File: src/rtl/shared_debounce_scheduler.sv
// Debounces NUM_BTN active-low buttons with one shared settle timer, granted round-robin
// to buttons with a pending press edge; emits one registered pulse per confirmed press.
module shared_debounce_scheduler #(
  parameter int NUM_BTN    = 4,
  parameter int WAIT_COUNT = 480000,
  parameter int CNT_W      = 20,
  parameter int ID_W       = 2
) (
  input  logic               clk,
  input  logic               rst_btn,
  input  logic [NUM_BTN-1:0] btn_n,
  output logic [NUM_BTN-1:0] press_pulse,
  output logic               busy,
  output logic [ID_W-1:0]    active_id,
  output logic [7:0]         press_count,
  output logic [7:0]         reject_count
);

  typedef enum logic [1:0] {
    ST_IDLE   = 2'd0,
    ST_WAIT   = 2'd1,
    ST_SAMPLE = 2'd2
  } state_t;

  localparam logic [CNT_W-1:0] TIMER_LAST = CNT_W'(WAIT_COUNT - 1);

  state_t             state, state_next;
  logic [NUM_BTN-1:0] sync_p0, sync_p1;
  logic [NUM_BTN-1:0] pressed_s, pressed_d, press_edge;
  logic [NUM_BTN-1:0] pending, set_mask, clr_mask, hit_vec;
  logic [CNT_W-1:0]   timer;
  logic [ID_W-1:0]    rr_ptr, grant_id, rr_next;
  logic               grant_vld, sample_hit, sample_miss;

  // Stage p0/p1: two-flop synchronizer; p2: one-cycle delay for edge detection
  always_ff @(posedge clk or negedge rst_btn) begin
    if (!rst_btn) begin
      sync_p0   <= '1;
      sync_p1   <= '1;
      pressed_d <= '0;
    end else begin
      sync_p0   <= btn_n;
      sync_p1   <= sync_p0;
      pressed_d <= pressed_s;
    end
  end

  assign pressed_s  = ~sync_p1;
  assign press_edge = pressed_s & ~pressed_d;

  // Scan downwards so the lowest offset from rr_ptr is the one left standing
  always_comb begin
    grant_vld = 1'b0;
    grant_id  = '0;
    for (int k = NUM_BTN - 1; k >= 0; k--) begin
      if (pending[(int'(rr_ptr) + k) % NUM_BTN]) begin
        grant_vld = 1'b1;
        grant_id  = ID_W'((int'(rr_ptr) + k) % NUM_BTN);
      end
    end
  end

  assign rr_next = ID_W'((int'(grant_id) + 1) % NUM_BTN);

  // New edges on the button under test are bounce; the sample clears its own request
  always_comb begin
    set_mask = press_edge;
    clr_mask = '0;
    hit_vec  = '0;
    if (busy) set_mask[active_id] = 1'b0;
    if (state == ST_SAMPLE) clr_mask[active_id] = 1'b1;
    hit_vec[active_id] = sample_hit;
  end

  assign sample_hit  = (state == ST_SAMPLE) &&  pressed_s[active_id];
  assign sample_miss = (state == ST_SAMPLE) && !pressed_s[active_id];

  always_ff @(posedge clk or negedge rst_btn) begin
    if (!rst_btn) state <= ST_IDLE;
    else          state <= state_next;
  end

  always_comb begin
    state_next = ST_IDLE;
    case (state)
      ST_IDLE:   state_next = grant_vld ? ST_WAIT : ST_IDLE;
      ST_WAIT:   state_next = (timer == TIMER_LAST) ? ST_SAMPLE : ST_WAIT;
      ST_SAMPLE: state_next = ST_IDLE;
      default:   state_next = ST_IDLE;
    endcase
  end

  always_comb begin
    busy = (state == ST_WAIT) || (state == ST_SAMPLE);
  end

  always_ff @(posedge clk or negedge rst_btn) begin
    if (!rst_btn) begin
      pending      <= '0;
      timer        <= '0;
      rr_ptr       <= '0;
      active_id    <= '0;
      press_pulse  <= '0;
      press_count  <= '0;
      reject_count <= '0;
    end else begin
      pending     <= (pending | set_mask) & ~clr_mask;
      press_pulse <= hit_vec;
      if (sample_hit)  press_count  <= press_count + 8'd1;
      if (sample_miss) reject_count <= reject_count + 8'd1;
      case (state)
        ST_IDLE: begin
          if (grant_vld) begin
            active_id <= grant_id;
            rr_ptr    <= rr_next;
            timer     <= '0;
          end
        end
        ST_WAIT: timer <= timer + 1'b1;
        default: timer <= '0;
      endcase
    end
  end

endmodule

File: config.mk
export PLATFORM = sky130hd
export DESIGN_NAME = shared_debounce_scheduler
export DESIGN_NICKNAME = d
export VERILOG_FILES = /design/src/rtl/shared_debounce_scheduler.sv
export SDC_FILE = /design/constraint.sdc
export NUM_CORES = 1
export LEC_CHECK = 0
export CAP_MARGIN = 10
export CORE_MARGIN = 1.5
export CORE_UTILIZATION = 51
export DETAILED_ROUTE_END_ITERATION = 10
export PLACE_DENSITY = 0.76
export REMOVE_ABC_BUFFERS = 1
export SLEW_MARGIN = 20
export SYNTH_ARGS = -nofsm -noshare
export SYNTH_HDL_FRONTEND = slang
export SYNTH_SLANG_ARGS = --single-unit
File: constraint.sdc
create_clock -name clk -period 1.75 [get_ports clk]
set_clock_uncertainty 0.05 [all_clocks]
set_input_delay 0.175 -clock clk [delete_from_list [all_inputs] [get_ports clk]]
set_output_delay 0.175 -clock clk [all_outputs]
set_load 0.01 [all_outputs]
==> impl_summary.txt <==
----------------------------------------------------
[Status]
  Result of the run ... finished with violations
  Violated checks ... negative setup slack

[Clock network]
  Sink Count ... between 60 and 70
  Depth of the CTS H-tree ... 3
  Clock Tree Buf Depth ... 2
  Number of buffers created by CTS ... 9
  Latest clock arrival within the worst-skew pair ... around 350 ps
  Root buffer cell ... sky130_fd_sc_hd__clkbuf_8
  Clock-pin slew on the worst setup and hold paths ... 70 ps
  CTS tree ... yes

[Timing]
  Fin Hold WS ... around 180 ps
  Final Hold Fails ... 0
  Post-layout minimum cycle time ... around 1800 ps
  Final setup vio count ... 3
  Max-slew headroom ... between 70% and 80%
  Final sum of negative setup slack ... -65.1 ps
  Fmax ... 560 MHz
  Unrepaired setup endpoints after global routing ... yes
  Final critical-path share of the clock period ... 102%
  Least-Margin Pin Slew ... 364 ps
  Final critical-path setup slack ... -37.2 ps
  Final Max Slew Viols ... 0

[Worst setup path]
  Buf+Inv Stages, Crit Path ... 1
  CP Data Arrival Time ... about 2000 ps
  Maximum fanout along the worst path ... 7
  Cell chain of the critical path ... or4_4, buf_6, nor2_4, nor2_1, mux2i_1, o21ai_1
  Startpoint-to-endpoint class of the critical path ... reg2reg
  Worst stage delay on the critical path ... 590 ps
  Critical Path Start Type ... register
  Data required, critical path ... 1930 ps
  Element type at the critical path end ... register
  Category of cells accounting for the largest share of critical-path delay ... simple AND/OR/NAND/NOR gates
  CP max-delay cell ... sky130_fd_sc_hd__or4_4

[Power]
  Pwr dens ... 802 nW/um2
  Switching power share of the total ... 20.3%
  Maximum VDD drop ... approximately 0.52 mV
  Share of power burned in registers ... 49.3%
  Internal cell power ... roughly 2.4 mW
  Portion of total power attributed to the clock network ... 48.8%
  Cell leakage power ... around 1.6 nW
  Net switching power figure ... 602 uW
  Combinational fraction of design power ... between 1.5 and 2%

[Logic synthesis]
  Netlist area before placement ... approximately 2800 um2
  Dominant cells by area after synthesis ... sky130_fd_sc_hd__dfrtp_1 (48%), sky130_fd_sc_hd__dfstp_2 (7.4%), sky130_fd_sc_hd__xnor2_1 (6.2%)
  Number of enable flip-flop cells after synthesis ... 0
  Portion of the post-synthesis area used by sequential elements ... a little under three fifths
  Library cell occupying the most area in the post-synthesis netlist ... sky130_fd_sc_hd__dfrtp_1
  Share of flip-flops with an asynchronous set or reset after synthesis ... 100%
  Yosys cell types ... 46
  Count of state elements after synthesis ... 62
  Dominant register cell in the synthesized netlist ... sky130_fd_sc_hd__dfrtp_1
  Average instance area after synthesis ... roughly 11 um2
  Share of the synthesized area in the top cell type ... a little under half
  Synthesis warning total ... 0
  Number of instances in the synthesized netlist ... around 260

[Global routing]
  GRT Util Overall ... 20.9%
  First-pass GRT wire length ... 9640 um
  Number of global-route vias before repair ... 2,096
  Maximum number of pins on one net before global-route repair ... 63
  Antenna violations before repair ... 0
  Overflow after GRT ... 0

[Die]
  Placeable core area ... between 5000 and 6000 um2
  Number of ports placed on the die boundary ... 29
  Initial standard-cell utilization of the core ... 54.2%
  Die Span X ... 77.6 um
  Cell Rows ... 26
  Vert. Die Dim ... slightly below 80 um
  Die area ... roughly 6000 um2

[Final layout]
  Fraction of layout instances using a drive strength above 1 ... 23.7%
  Utilization of the core after routing ... 70.5%
  Total non-filler cell area in the finished layout ... around 3700 um2
  Area growth, synth to finish ... 30.1%
  Antenna diode instance count ... 0
  Post-layout net count ... between 300 and 400

[Hold path]
  Class of the most critical hold timing path ... in2reg

[Placement]
  Port Buffer Count ... 28
  Final HPWL DP ... around 3800 um
  Global placer's final weighted congestion ... slightly below 0.8
  Cell Area, Placed ... between 3000 and 4000 um2

[Route]
  WL met3 ... between 150 and 200 um
  Top Metal Used ... met4
  Iteration count of the initial detailed-routing pass ... 4
  Aggregate routed wire length ... 5580 um
  Total via count after detailed routing ... between 2,000 and 2,500
  Antenna violation net count after detailed routing ... 0
  Routed met1 length ... 2700 um
  Initial detailed-routing violation count ... between 150 and 200
  Via count normalized by instance count ... about 5.3
  Remaining routing DRC violations ... 0
  Final routed wire length divided by cell count ... roughly 14 um
  Detailed-routed wire length on met2 ... between 2000 and 3000 um

[Run]
  Max-cap viol count ... 0

----------------------------------------------------
[flip-flops by register name (all words and copies together) (netlist names)]
| name | cells |
|---|---|
| timer | 20 |
| state | 2 |
| pressed_d | 4 |
| rr_ptr | 2 |
| press_pulse | 4 |
| active_id | 2 |
| sync_p1 | 4 |
| press_count | 8 |
| pending | 4 |
| sync_p0 | 4 |
| reject_count | 8 |
[per-stage QoR]
step	instances	worst slack [ps]	total power, mW
final	395	-37.2	2.96
after CTS	395	-15.9	2.98
after global placement	377	-0.996	1.54
after global routing	395	-85.4	3.05
after floorplan	253	-39.2	1.49
after detailed placement	377	-28.6	1.54
[worst paths after layout]
| path | endpoint | cells past startpoint | slack, ps | from |
|---|---|---|---|---|
| max in group asynchronous | sync_p0[3]$_DFF_PN1_ | 3 | 1040 | rst_btn |
| max | timer[2]$_DFFE_PN0P_ | 6 | -40 | pending[1]$_DFF_PN0_ |
| min in group asynchronous | press_pulse[3]$_DFF_PN0_ | 3 | 310 | rst_btn |
| min | sync_p0[2]$_DFF_PN1_ | 1 | 180 | btn_n[2] |
| max reg2reg | timer[2]$_DFFE_PN0P_ | 6 | -40 | pending[1]$_DFF_PN0_ |
| min reg2reg | sync_p1[0]$_DFF_PN1_ | 0 | 310 | sync_p0[0]$_DFF_PN1_ |
[kinds of logic (layout without fill, tap and decap cells)]
family / Yosys count / in the layout / share of synthesized area (%)
AOI/OAI and AO/OA: 30 / 31 / 7.14
xor gates and xnor gates: 27 / 27 / 8.33
adders and majority gates: 6 / 6 / 2.65
buffers and inverters: 17 / 82 / 3.26
DFF: 62 / 62 / 55.0
muxes: 4 / 4 / 2.03
and+or+nand+nor: 113 / 113 / 21.6
[what timing repair did]
item,in CTS,in global routing
hold buffers,1,0
setup buffers,0,0
endpoints found under the hold margin,54,0
cloned,1,0
pin swaps,3,5
gates resized for setup,9,13
endpoints found under the setup margin,13,24
[power groups by stage]
stage               logic [mW]  registers [mW]  clock network [mW]
finish                  0.0554            1.46                1.44
global route            0.0632            1.46                1.53
CTS                     0.0580            1.46                1.46
detailed placement      0.0560            1.49                   0
global placement        0.0550            1.49                   0
floorplan              0.00682            1.49                   0
[Yosys cell counts, types with 2 or more instances]
cell	instances
sky130_fd_sc_hd__ha_1	6
sky130_fd_sc_hd__xnor2_1	20
sky130_fd_sc_hd__nor4b_1	2
sky130_fd_sc_hd__xor2_1	7
sky130_fd_sc_hd__and2_1	5
sky130_fd_sc_hd__buf_2	2
sky130_fd_sc_hd__nor2_1	29
sky130_fd_sc_hd__a31oi_1	3
sky130_fd_sc_hd__nor4_1	4
sky130_fd_sc_hd__a21o_1	2
sky130_fd_sc_hd__dfstp_2	8
sky130_fd_sc_hd__nand2b_1	2
sky130_fd_sc_hd__nand2_1	29
sky130_fd_sc_hd__inv_1	11
sky130_fd_sc_hd__nand4_2	2
sky130_fd_sc_hd__mux2i_1	2
sky130_fd_sc_hd__nor3_1	6
sky130_fd_sc_hd__nor3_2	3
sky130_fd_sc_hd__and4_1	2
sky130_fd_sc_hd__and3_1	5
sky130_fd_sc_hd__nand3_1	7
sky130_fd_sc_hd__o21ai_0	6
sky130_fd_sc_hd__nand4_1	7
sky130_fd_sc_hd__buf_6	3
sky130_fd_sc_hd__dfrtp_1	54
sky130_fd_sc_hd__a21oi_1	5
sky130_fd_sc_hd__nor2b_1	2
sky130_fd_sc_hd__o31ai_1	3
sky130_fd_sc_hd__a211oi_1	5
[final cells by class]
class	instances	area, um2
fillers	372	1550
repair buffers	55	495
clock buffers	13	159
clock inverters	3	67.6
inverters	11	45.0
flip-flops and latches	62	1560
well taps	70	87.6
multi-input cells	181	1270
[cell usage in the layout (no fill, tap or decap), drive strengths merged, types with 8 or more instances in the layout]
cell,n
nand4,10
clkdlybuf4s50,26
nor2,31
buf,27
dfrtp,54
xnor2,20
dfstp,8
nor3,9
clkbuf,13
nand2,29
inv,10
o21ai,10
[metal layers]
layer,global-route usage (%),vias to the layer above
met5,0,-
met4,10.5,0
met3,5.65,11
li1,-,1017
met2,32.4,33
met1,27.0,1022
Note: power is estimated with default switching activity, not from simulation.
==> variant 1: new RTL, same flow settings <==
Register the input `btn_n` before use, cleared by the reset. The logic sees it one clock later.
--- a/src/rtl/shared_debounce_scheduler.sv
+++ b/src/rtl/shared_debounce_scheduler.sv
@@ -24,6 +24,16 @@
 
   localparam logic [CNT_W-1:0] TIMER_LAST = CNT_W'(WAIT_COUNT - 1);
 
+  logic [NUM_BTN-1:0] btn_n_q;
+
+  always_ff @(posedge clk or negedge rst_btn) begin
+    if (!rst_btn) begin
+      btn_n_q <= '0;
+    end else begin
+      btn_n_q <= btn_n;
+    end
+  end
+
   state_t             state, state_next;
   logic [NUM_BTN-1:0] sync_p0, sync_p1;
   logic [NUM_BTN-1:0] pressed_s, pressed_d, press_edge;
@@ -39,7 +49,7 @@
       sync_p1   <= '1;
       pressed_d <= '0;
     end else begin
-      sync_p0   <= btn_n;
+      sync_p0   <= btn_n_q;
       sync_p1   <= sync_p0;
       pressed_d <= pressed_s;
     end
Behaviour: no difference found for any inputs over 4 cycles, from zero or initial values and one cycle with rst_btn low; that may be too few to reach the edited logic, so the function may still have changed.
==> variant 1 against the original RTL <==
  * Worst setup slack gained 0.081 ns
  * Sequential cell count grew 4
  * Maximum frequency grew 4.7%
  * Synthesized cell count grew 1.5%
  * Non-clock buffer count grew 1
  * Synthesized area grew 2.1%
  * Cell area grew 0.41%
  * Routed wire length grew 4.3%
  * Combinational power grew 4.7%
  * Power shrank 3.6%
  * Sequential share of layout area grew 2.6 points
  * Largest power group unchanged
==> variant 1: results (changes against the original RTL) <==
- DIE AREA: 6140 µm² (+2.0%)
- Worst-path maximum fanout: 4 (-3)
- Headroom to the max-slew limit: 66.5% (-9.2 points)
- Worst flop-to-flop path endpoint: rr_ptr[0]$_DFFE_PN0P_
- Crit path max-delay family: compound AO/OA/AOI/OAI gates
- Area of all sequential standard cells: 1670 µm² (+6.7%)
- Routability Congestion: 0.819 (+4.2%)
- Number of multi-input combinational cells in the layout: 182 (+0.55%)
- Non-clock buffers: 56 (+1.8%)
- Clock buffer count: 11 (-2)
- Starting DRC count in detailed routing: 90 (-42%)
- Standard cell area after detailed placement: 3420 µm² (+1.9%)
- Half-perimeter wire length after detailed placement: 3.99 mm (+5.5%)
- Outcome: complete, no violations
- Routed via count: 2,193 (+5.3%)
- Combined global-route utilization of all metal layers: 20.5% (-0.46 points)
- Area growth from synthesis to layout: 27.9%
- Fillers: 414 (+11%)
- First-pass GRT wire length: 9.58 mm (-0.64%)
- Power of the clock network: 1.24 mW (-14%)
- Worst Reg2Reg Path Length in Cells: 5 (-1)
- Pre-CTS setup slack: -0.0580 ns (-0.0294 ns)
- Via count of the first global-routing pass: 2,110 (+0.67%)
- Placed instance count: 380 (+0.80%)
- Power consumed by combinational cells: 0.0580 mW (+4.7%)
- Switching pwr: 0.626 mW (+3.9%)
- Total wire length: 5.82 mm (+4.3%)
- GR Util met1: 27.6% (+0.59 points)
- NonClk Buf Share: 13.8% (+0.38 points)
- Leak: 1.72 nW (+6.4%)
- Detailed-route wire length on metal 1: 2.69 mm (-0.22%)
## variant 1: changes by cell type after synthesis, moves of 4 or more
cell     unedited run  this run
a21oi_1             5        10
o21ai_0             6        12
nor2_1             29        16
xnor2_1            20        13
dfrtp_1            54        58
nor4_1              4         0
nand3_1             7        18
## variant 1: kinds of logic (layout without fill, tap and decap cells)
family / count (synthesis) / in the layout / synth area share, %
xor+xnor: 23 / 23 / 6.95
compound gates: 40 / 40 / 8.81
flops: 66 / 66 / 57.4
buf+inv: 15 / 83 / 2.25
mux: 2 / 2 / 1.17
simple gates: 111 / 111 / 20.9
fa+ha+maj: 6 / 6 / 2.59
## variant 1: repair_timing
item                                   in CTS  in global routing
endpoints found under the hold margin      58                  0
setup endpoints to repair                  11                  9
pin swaps                                   1                  3
buffers inserted                            1                  5
hold buffers                                1                  0
gates resized for setup                     3                  9
==> variant 2: new RTL, same flow settings <==
Made on the original files. The parameter `CNT_W` goes from 20 to 18.
--- a/src/rtl/shared_debounce_scheduler.sv
+++ b/src/rtl/shared_debounce_scheduler.sv
@@ -3,7 +3,7 @@
 module shared_debounce_scheduler #(
   parameter int NUM_BTN    = 4,
   parameter int WAIT_COUNT = 480000,
-  parameter int CNT_W      = 20,
+  parameter int CNT_W      = 18,
   parameter int ID_W       = 2
 ) (
   input  logic               clk,
Behaviour: no difference found for any inputs over 4 cycles, from zero or initial values and one cycle with rst_btn low; that may be too few to reach the edited logic, so the function may still have changed.
==> variant 2 against the original RTL <==
  * Cell area is 4.8% lower
  * Die area is 4.5% lower
  * Worst setup slack better by 0.061 ns
  * Utilization fell by 1.7 points
  * Synthesized cell count is 3.9% lower
  * Count of clock-buffer cells in the layout shrank 4
  * Synthesized area decreased by 4.6%
  * Sequential cell count shrank 2
  * Power decreased by 8.8%
  * Worst hold slack gained 0.0090 ns
  * Routed wire length shrank 3.7%
  * First-iteration DRC count decreased by 43%
  * Critical path type unchanged
  * Critical endpoint is now timer[14]$_DFFE_PN0P_
  * Highest routed layer unchanged
==> variant 2: results (changes against the original RTL) <==
- Outcome: complete, no violations
- Combined global-route utilization of all metal layers: 21.5% (+0.54 points)
- Routed len/inst: 13.9 µm (-1.4%)
- Starting DRC count in detailed routing: 88 (-43%)
- Routed via count: 2,038 (-2.2%)
- Fraction of final layout cells sized beyond drive strength 1: 22.8% (-0.91 points)
- Commonest cells in the netlist: dfrtp_1, nand2_1, nor2_1, xnor2_1, nand4_1
- Layout net count: 323 (-2.7%)
- Worst-path maximum fanout: 3 (-4)
- Source of the worst register-to-register timing path: timer[1]$_DFFE_PN0P_
- CTS-repair resized insts: 5 (-4)
- Placed instance count: 369 (-2.1%)
- Mean Syn Cell Area: 10.9 µm² (-0.80%)
- Standard cell area after detailed placement: 3250 µm² (-3.2%)
- Count of antenna diodes in the layout: 0 (unchanged)
- Vias per Instance: 5.28 (+0.12%)
- Worst setup path startpoint: timer[1]$_DFFE_PN0P_
- Largest net degree at the start of global routing: 61 (-3.2%)
- Headroom to the max-slew limit: 72.3% (-3.4 points)
- Met3 layer usage reported by global route: 5.82% (+0.17 points)
- First-pass GRT wire length: 8.95 mm (-7.2%)
- Half-perimeter wire length after detailed placement: 3.80 mm (+0.39%)
- Data arrival time of the worst path: 1.89 ns (-0.08 ns)
- HP Start: btn_n[3]
- Number of antenna violations at the first check in global routing: 0 (unchanged)
variant 2: cell types whose count changed in the layout (fill, tap and decap cells not counted), sizes merged, moves of 3 or more:
cell | unedited run | this run
a31oi | 3 | 0
nor3 | 9 | 5
nor2 | 31 | 17
nand2 | 29 | 34
xnor2 | 20 | 15
nand3 | 7 | 11
a21oi | 5 | 11
clkbuf | 13 | 9
inv | 10 | 13
variant 2: logic make-up (layout without fill, tap and decap cells):
group	Yosys count	in the layout	share of synthesized area (%)
compound gates	41	41	9.80
flops	60	60	55.8
simple gates	102	102	20.3
buf+inv	16	83	2.77
mux	4	4	2.03
fa+ha+maj	6	6	2.77
xor+xnor	20	20	6.47
variant 2: worst paths after layout:
check                                             endpoint  slack (ns)  cells after the start
worst min register to register        sync_p1[0]$_DFF_PN1_        0.31                      0
worst max register to register       timer[14]$_DFFE_PN0P_        0.02                      6
worst min-delay path                  sync_p0[3]$_DFF_PN1_        0.19                      1
worst max-delay path                 timer[14]$_DFFE_PN0P_        0.02                      6
max in group asynchronous             sync_p1[0]$_DFF_PN1_        1.03                      3
min in group asynchronous       press_count[4]$_DFFE_PN0P_        0.32                      3
variant 2: metal layers:
layer  up-vias  part of all wire (%)
li1        999                     -
met3         7                   3.6
met2        41                    50
met4         0                   1.5
met5         -                     0
met1       991                    45
variant 2: power breakdown:
| part | internal (mW) | switching (mW) |
|---|---|---|
| clock | 0.663 | 0.572 |
| combinational | 0.0190 | 0.0310 |
| sequential | 1.41 | 0.00602 |
variant 2: area by class of cell:
| cell class | instances | area, µm² |
|---|---|---|
| flip-flops and latches | 60 | 1510 |
| multi-input cells | 173 | 1170 |
| well taps | 70 | 87.6 |
| repair buffers | 56 | 499 |
| clock buffers | 9 | 124 |
| fillers | 381 | 1600 |
| clock inverters | 7 | 75.1 |
| inverters | 11 | 41.3 |
